[src/rtl/acs_path_metric.sv]
// Add-compare-select and path-metric stage of the 4-state TCM Viterbi decoder.
// Optional macro ACS_KNOWN_START_EN: frame start assumes the encoder begins in state 0.
module acs_path_metric #(
  parameter int BM_W = 3,
  parameter int PM_W = 6
) (
  input  logic            clk,
  input  logic            reset,
  input  logic            in_valid,
  input  logic            start,
  input  logic [BM_W-1:0] bm0,
  input  logic [BM_W-1:0] bm1,
  input  logic [BM_W-1:0] bm2,
  input  logic [BM_W-1:0] bm3,
  input  logic            bsel0,
  input  logic            bsel1,
  input  logic            bsel2,
  input  logic            bsel3,
  output logic            out_valid,
  output logic [3:0]      dec,
  output logic [3:0]      sel,
  output logic [1:0]      best_state,
  output logic [PM_W-1:0] pm0,
  output logic [PM_W-1:0] pm1,
  output logic [PM_W-1:0] pm2,
  output logic [PM_W-1:0] pm3
);

  localparam int              CW     = PM_W + 1;
  localparam logic [PM_W-1:0] PM_MAX = {PM_W{1'b1}};

  logic [PM_W-1:0] pm_q    [4];
  logic [PM_W-1:0] init_pm [4];
  logic [PM_W-1:0] old_pm  [4];
  logic [PM_W-1:0] surv    [4];
  logic [PM_W-1:0] pm_next [4];
  logic [CW-1:0]   cand_a  [4];
  logic [CW-1:0]   cand_b  [4];
  logic [CW-1:0]   win     [4];
  logic [BM_W-1:0] bm      [4];
  logic [3:0]      bsel;
  logic [3:0]      dec_next;
  logic [3:0]      sel_next;
  logic [PM_W-1:0] surv_min;
  logic [1:0]      best_next;

  assign bm[0] = bm0;
  assign bm[1] = bm1;
  assign bm[2] = bm2;
  assign bm[3] = bm3;
  assign bsel  = {bsel3, bsel2, bsel1, bsel0};

`ifdef ACS_KNOWN_START_EN
  assign init_pm[0] = '0;
  assign init_pm[1] = PM_MAX;
  assign init_pm[2] = PM_MAX;
  assign init_pm[3] = PM_MAX;
`else
  assign init_pm[0] = '0;
  assign init_pm[1] = '0;
  assign init_pm[2] = '0;
  assign init_pm[3] = '0;
`endif

  // State n is reached from {n[0],0} via subset n, or from {n[0],1} via subset n^2.
  for (genvar n = 0; n < 4; n++) begin : g_acs
    localparam int PA = (n % 2) * 2;
    localparam int PB = PA + 1;
    localparam int SB = n ^ 2;

    assign old_pm[n]   = start ? init_pm[n] : pm_q[n];
    assign cand_a[n]   = {1'b0, old_pm[PA]} + CW'(bm[n]);
    assign cand_b[n]   = {1'b0, old_pm[PB]} + CW'(bm[SB]);
    assign dec_next[n] = cand_a[n] > cand_b[n];
    assign sel_next[n] = dec_next[n] ? bsel[SB] : bsel[n];
    assign win[n]      = dec_next[n] ? cand_b[n] : cand_a[n];
    assign surv[n]     = (win[n] > {1'b0, PM_MAX}) ? PM_MAX : win[n][PM_W-1:0];
    assign pm_next[n]  = surv[n] - surv_min;
  end

  // Strict compares keep the lowest index on ties.
  always_comb begin
    surv_min  = surv[0];
    best_next = 2'd0;
    if (surv[1] < surv_min) begin
      surv_min  = surv[1];
      best_next = 2'd1;
    end
    if (surv[2] < surv_min) begin
      surv_min  = surv[2];
      best_next = 2'd2;
    end
    if (surv[3] < surv_min) begin
      surv_min  = surv[3];
      best_next = 2'd3;
    end
  end

  always_ff @(posedge clk) begin
    if (!reset) begin
      pm_q       <= '{default: '0};
      dec        <= '0;
      sel        <= '0;
      best_state <= '0;
      out_valid  <= 1'b0;
    end else if (in_valid) begin
      pm_q       <= pm_next;
      dec        <= dec_next;
      sel        <= sel_next;
      best_state <= best_next;
      out_valid  <= 1'b1;
    end else begin
      out_valid  <= 1'b0;
    end
  end

  assign pm0 = pm_q[0];
  assign pm1 = pm_q[1];
  assign pm2 = pm_q[2];
  assign pm3 = pm_q[3];

endmodule

[config.mk]
export PLATFORM = sky130hd
export DESIGN_NAME = acs_path_metric
export DESIGN_NICKNAME = d
export VERILOG_FILES = /design/src/rtl/acs_path_metric.sv
export SDC_FILE = /design/constraint.sdc
export NUM_CORES = 1
export LEC_CHECK = 0
export ABC_AREA = 1
export CORE_ASPECT_RATIO = 2
export CORE_UTILIZATION = 35
export CTS_CLUSTER_SIZE = 24
export DETAILED_ROUTE_END_ITERATION = 10
export GPL_TIMING_DRIVEN = 0
export PLACE_DENSITY_LB_ADDON = 0.2
export SLEW_MARGIN = 20
export SYNTH_ARGS = -nofsm -noshare
export SYNTH_HDL_FRONTEND = slang
export SYNTH_SLANG_ARGS = --single-unit
export TNS_END_PERCENT = 5
[constraint.sdc]
create_clock -name clk -period 9.71 [get_ports clk]
set_input_delay 1.942 -clock clk [delete_from_list [all_inputs] [get_ports clk]]
set_output_delay 1.942 -clock clk [all_outputs]
set_load 0.03 [all_outputs]
======== Word level (Yosys, flattened, before mapping) ========
Index checks and enable logic that the tools add are counted.
word-level totals
  input port bits ......................... 20
  register bits after elaboration ......... 35
  output and inout port bits .............. 35
  word-level logic and storage cells ...... 54
operators by class
  order comparisons ....................... 11
  muxes and demuxes ....................... 23
  add/sub/neg operators ................... 12
operator list
  cell                                                            count
  two-way mux 6 bit                                               11
  adder 6 x 3 -> 7 bit                                            8
  greater-than comparator 7 x 6 -> 1 bit (second input constant)  4
  greater-than comparator 7 bit                                   4
  two-way mux 7 bit                                               4
  subtractor 6 bit                                                4
  < comparator 6 bit                                              3
  two-way mux 1 bit                                               6
  two-way mux 2 bit                                               2

======== Depth between registers and ports, before layout ========
  depth after elaboration ................. 13
  depth in mapped cells ................... 62

======== Worst setup path before layout ========
No wires, ideal clock.
  kind .................................... input -> register
  start ................................... in start
  end ..................................... reg pm_q (netlist bit pm0[5])
  buffers on the path ..................... 5
  slack ................................... 0.135 ns
  data required time ...................... 9.601 ns
  setup time .............................. 0.109 ns
  arrival ................................. 9.466 ns
  stages .................................. 53
  path through ............................ clkbuf_1 -> nor2_1 -> ha_1 -> ha_1 -> inv_1 -> nand2_1 -> a21oi_1 -> xor2_1 -> inv_1 -> ha_1 -> nand2_1 -> nor2_1 -> nand4_1 -> nand2_1 -> clkbuf_1 -> inv_1 -> or2_2 -> a21oi_1 -> [... 17 more ...] -> inv_2 -> ha_1 -> nand2_1 -> nor2_1 -> a211oi_1 -> nand2_4 -> buf_6 -> o21ai_0 -> ha_1 -> a21oi_1 -> o21ai_0 -> a21o_1 -> a21oi_1 -> xnor2_1 -> nand3b_1 -> nand3_1 -> nand2_1 -> inv_1
on the way
  word-level cells in the longest chain between the ends .. 13
  elaborated cells between the ends (all ways) .. 35
RTL lines
  item                                     RTL line  text
  from (decl)                              10        input logic start,
  two-way mux 6 bit                        71        assign old_pm[n] = start ? init_pm[n] : pm_q[n];
  adder 6 x 3 -> 7 bit (on tied branches)  72, 73
  greater-than comparator 7 bit            74        assign dec_next[n] = cand_a[n] > cand_b[n];
  two-way mux 7 bit                        76        assign win[n] = dec_next[n] ? cand_b[n] : cand_a[n];
  greater-than comparator 7 x 6 -> 1 bit   77        assign surv[n] = (win[n] > {1'b0, PM_MAX}) ? PM_MAX : win[n][PM_W-1:0];
  two-way mux 6 bit                        77
  < comparator 6 bit                       85        if (surv[1] < surv_min) begin
  two-way mux 6 bit                        85
  < comparator 6 bit                       89        if (surv[2] < surv_min) begin
  two-way mux 6 bit                        89
  < comparator 6 bit                       93        if (surv[3] < surv_min) begin
  two-way mux 6 bit                        93
  subtractor 6 bit *                       78        assign pm_next[n] = surv[n] - surv_min;
  to (signal assigned)                     107       pm_q <= pm_next;
  to (decl)                                32        logic [PM_W-1:0] pm_q [4];
Mark *: on every way between the ends. The rest lies on a longest branch, timed or not.
A chain may end at the register's enable or synchronous reset.

======== Worst setup path after layout ========
  start ................................... in bm2[2]
  end ..................................... reg pm_q (netlist bit pm0[5])
on the way
  word-level cells in the longest chain between the ends .. 12
  elaborated cells between the ends (all ways) .. 17
RTL lines
  item                                    RTL line  text
  from (decl)                             13        input logic [BM_W-1:0] bm2,
  adder 6 x 3 -> 7 bit                    73        assign cand_b[n] = {1'b0, old_pm[PB]} + CW'(bm[SB]);
  greater-than comparator 7 bit           74
  two-way mux 7 bit                       76
  greater-than comparator 7 x 6 -> 1 bit  77
  two-way mux 6 bit                       77
  < comparator 6 bit                      85
  two-way mux 6 bit                       85
  < comparator 6 bit                      89
  two-way mux 6 bit                       89
  < comparator 6 bit                      93
  two-way mux 6 bit                       93
  subtractor 6 bit *                      78
Marks and branches as above.

==> impl_metrics.json <==
{
  "synth_area_per_cell_um2": 6.48,
  "grt-ovfl-total": 0,
  "setup_viol": 0,
  "fin_crit_ns": 9.43,
  "synth_edf_count": 0,
  "area.growth.synth_to_final_pct": 37.0,
  "first_pass_iters": 6,
  "die_h_um": 172,
  "place_congestion": 0.934,
  "layout-drive-gt1-share": 0.206,
  "final_max_slew_viol_count": 0,
  "min_path_cells": 2,
  "vias": 5535,
  "grt_pass1_vias": 5453,
  "ys_warn_count": 0,
  "synth_fp_nets": 888,
  "tritoncts": "yes",
  "yosysMostFrequentCell": "nand2_1",
  "synthTopCellsByArea": "ha_1, dfxtp_1, nand2_1, inv_1, a21oi_1",
  "synth_top_flop_cell": "dfxtp_1",
  "cp_max_fo": 6,
  "antenna_left": 0,
  "yosysSeqAreaShare": 0.139,
  "synthCells": 777,
  "syn_area_um2": 5030,
  "die_area_um2": 14900,
  "setup_tns_ns": 0,
  "cts_buffer_depth": 2,
  "clock-sinks": 35,
  "crit_slowest_cell": "clkdlybuf4s50_1",
  "drc_errors": 0,
  "status": "finished, final reports clean",
  "crit_arrival_ns": 9.62,
  "max_freq_mhz": 106,
  "nets": 996,
  "required_ns": 9.90,
  "dp_hpwl_um": 14700,
  "slowest_delay_ns": 0.45,
  "yosys.area.top_type": "ha_1",
  "critPathKind": "in2reg",
  "core_um2": 14000,
  "ys_top_cells_by_count": "nand2_1, inv_1, ha_1, a21oi_1, o21ai_0",
  "drt-wirelength-per-cell_um": 17.6,
  "rr_worst_depth": 52,
  "clkTransAtPathRegs_ns": 0.06,
  "grt_use_total": 0.252,
  "num_antenna_cells": 0,
  "yosys.cell_types.count": 38,
  "async_flop_share": 0,
  "maxSlewHeadroom": 0.505,
  "hold_viol": 0,
  "synth_top_area_share": 0.216,
  "grt_max_degree": 12,
  "insertion_delay_ns": 0.29,
  "htreeDepth": 2,
  "vias_per_cell": 5.15,
  "ctsHoldBuffers": 0,
  "initial_core_util": 0.360,
  "antenna_found_initial": 0,
  "port_buffers": 53,
  "fillers": 1444,
  "drtIter0Drc": 206,
  "maxCapViolCount": 0,
  "tightest_slew_ns": 0.742,
  "cp-end-kind": "flop",
  "reg2reg_slack_ns": 1.76,
  "wirelength_um": 18900,
  "die_w_um": 86.8,
  "ys_seq_elements": 35,
  "min_path_type": "reg2reg",
  "placementRows": 61,
  "min_period_over_period": 0.971,
  "skew_ns": 0.00545,
  "startpoint_type": "input port",
  "ios": 55,
  "clockRootBuffer": "clkbuf_16",
  "grt_first_pass_wirelength_um": 27500,
  "cts-buffers-inserted": 5
}
critical path: cells and delay by family:
kind	cells	cell delay (ns)
adders and majority gates	6	1.67
xor gates and xnor gates	2	0.35
AOI/OAI and AO/OA	12	2.33
and+or+nand+nor	16	1.55
buffers and inverters	12	1.77
routing by layer:
layer	wire length (um)	track usage	share of wire	vias up
met4	1960	0.207	0.10	0
met1	5840	0.208	0.31	2550
met5	0	0	0	-
met3	554	0.0259	0.029	92
met2	10500	0.510	0.56	160
li1	-	-	-	2733
cells by family after synthesis:
logic type	count (synthesis)	synth area share
simple gates	295	0.250
flops	35	0.139
xor+xnor	44	0.0766
fa+ha+maj	91	0.232
buf+inv	148	0.117
compound gates	164	0.185
cells in the final DEF (no fill, tap or decap), types with 5 or more instances in the layout:
cell,synthesis,routed
dfxtp_1,35,35
o21ai_2,2,8
xor2_1,26,23
nand3_2,4,6
inv_2,3,8
or2_2,7,6
dlymetal6s2s_1,0,9
xnor2_1,18,16
ha_1,87,74
o21ai_0,55,42
a21oi_1,69,52
a21oi_2,2,16
nor2_2,2,7
clkbuf_16,0,6
nand2_1,176,161
nand3b_1,5,5
o211ai_1,20,20
clkdlybuf4s50_1,0,43
nor2_1,53,44
a21o_1,5,5
inv_1,124,116
clkbuf_1,10,8
ha_4,0,9
o21ai_1,2,5
buf_4,0,44
nand3_1,27,25
nand2_2,10,23
final cells by class:
class                   instances  area [um2]  area share
repair buffers                101         935       0.136
inverters                     131         510      0.0740
clock inverters                 2        37.5     0.00544
clock buffers                   5         125      0.0181
multi-input cells             594        4210       0.611
plain buffers                  17         136      0.0198
flip-flops and latches         35         701       0.102
well taps                     189         236      0.0343
repair_timing:
item                       4_1_cts  5_1_grt
setup endpoints to repair       26       20
pin swaps                       19       55
setup buffers                   13       32
gates resized for setup         72       80
cloned                           0        3
final timing paths:
kind	start	endpoint
max	bm2[2]	pm0[5]
min	sel[1]	sel[1]
max reg2reg	pm3[1]	pm0[5]
min reg2reg	sel[1]	sel[1]
sequential cells by signal (all words and copies together), names as in the netlist:
register	flops
sel	4
pm0	6
pm3	6
out_valid	1
pm2	6
pm1	6
dec	4
best_state	2
per-stage QoR:
stage                     instance area, um2   util  hold slack, ns  worst slack (ns)  cells
after global placement                  5800  0.415           0.455             -3.17   1019
final                                   6900  0.494           0.468             0.278   1074
after detailed placement                5800  0.415           0.466             -3.09   1019
after floorplan                         5030      -           0.595             0.135    777
after global routing                    6900  0.494           0.496            -0.174   1074
after CTS                               6300  0.451           0.475           0.00587   1039
Power is not shown: default switching activity piles up to over one toggle a cycle in this logic, so the estimate is an artifact.
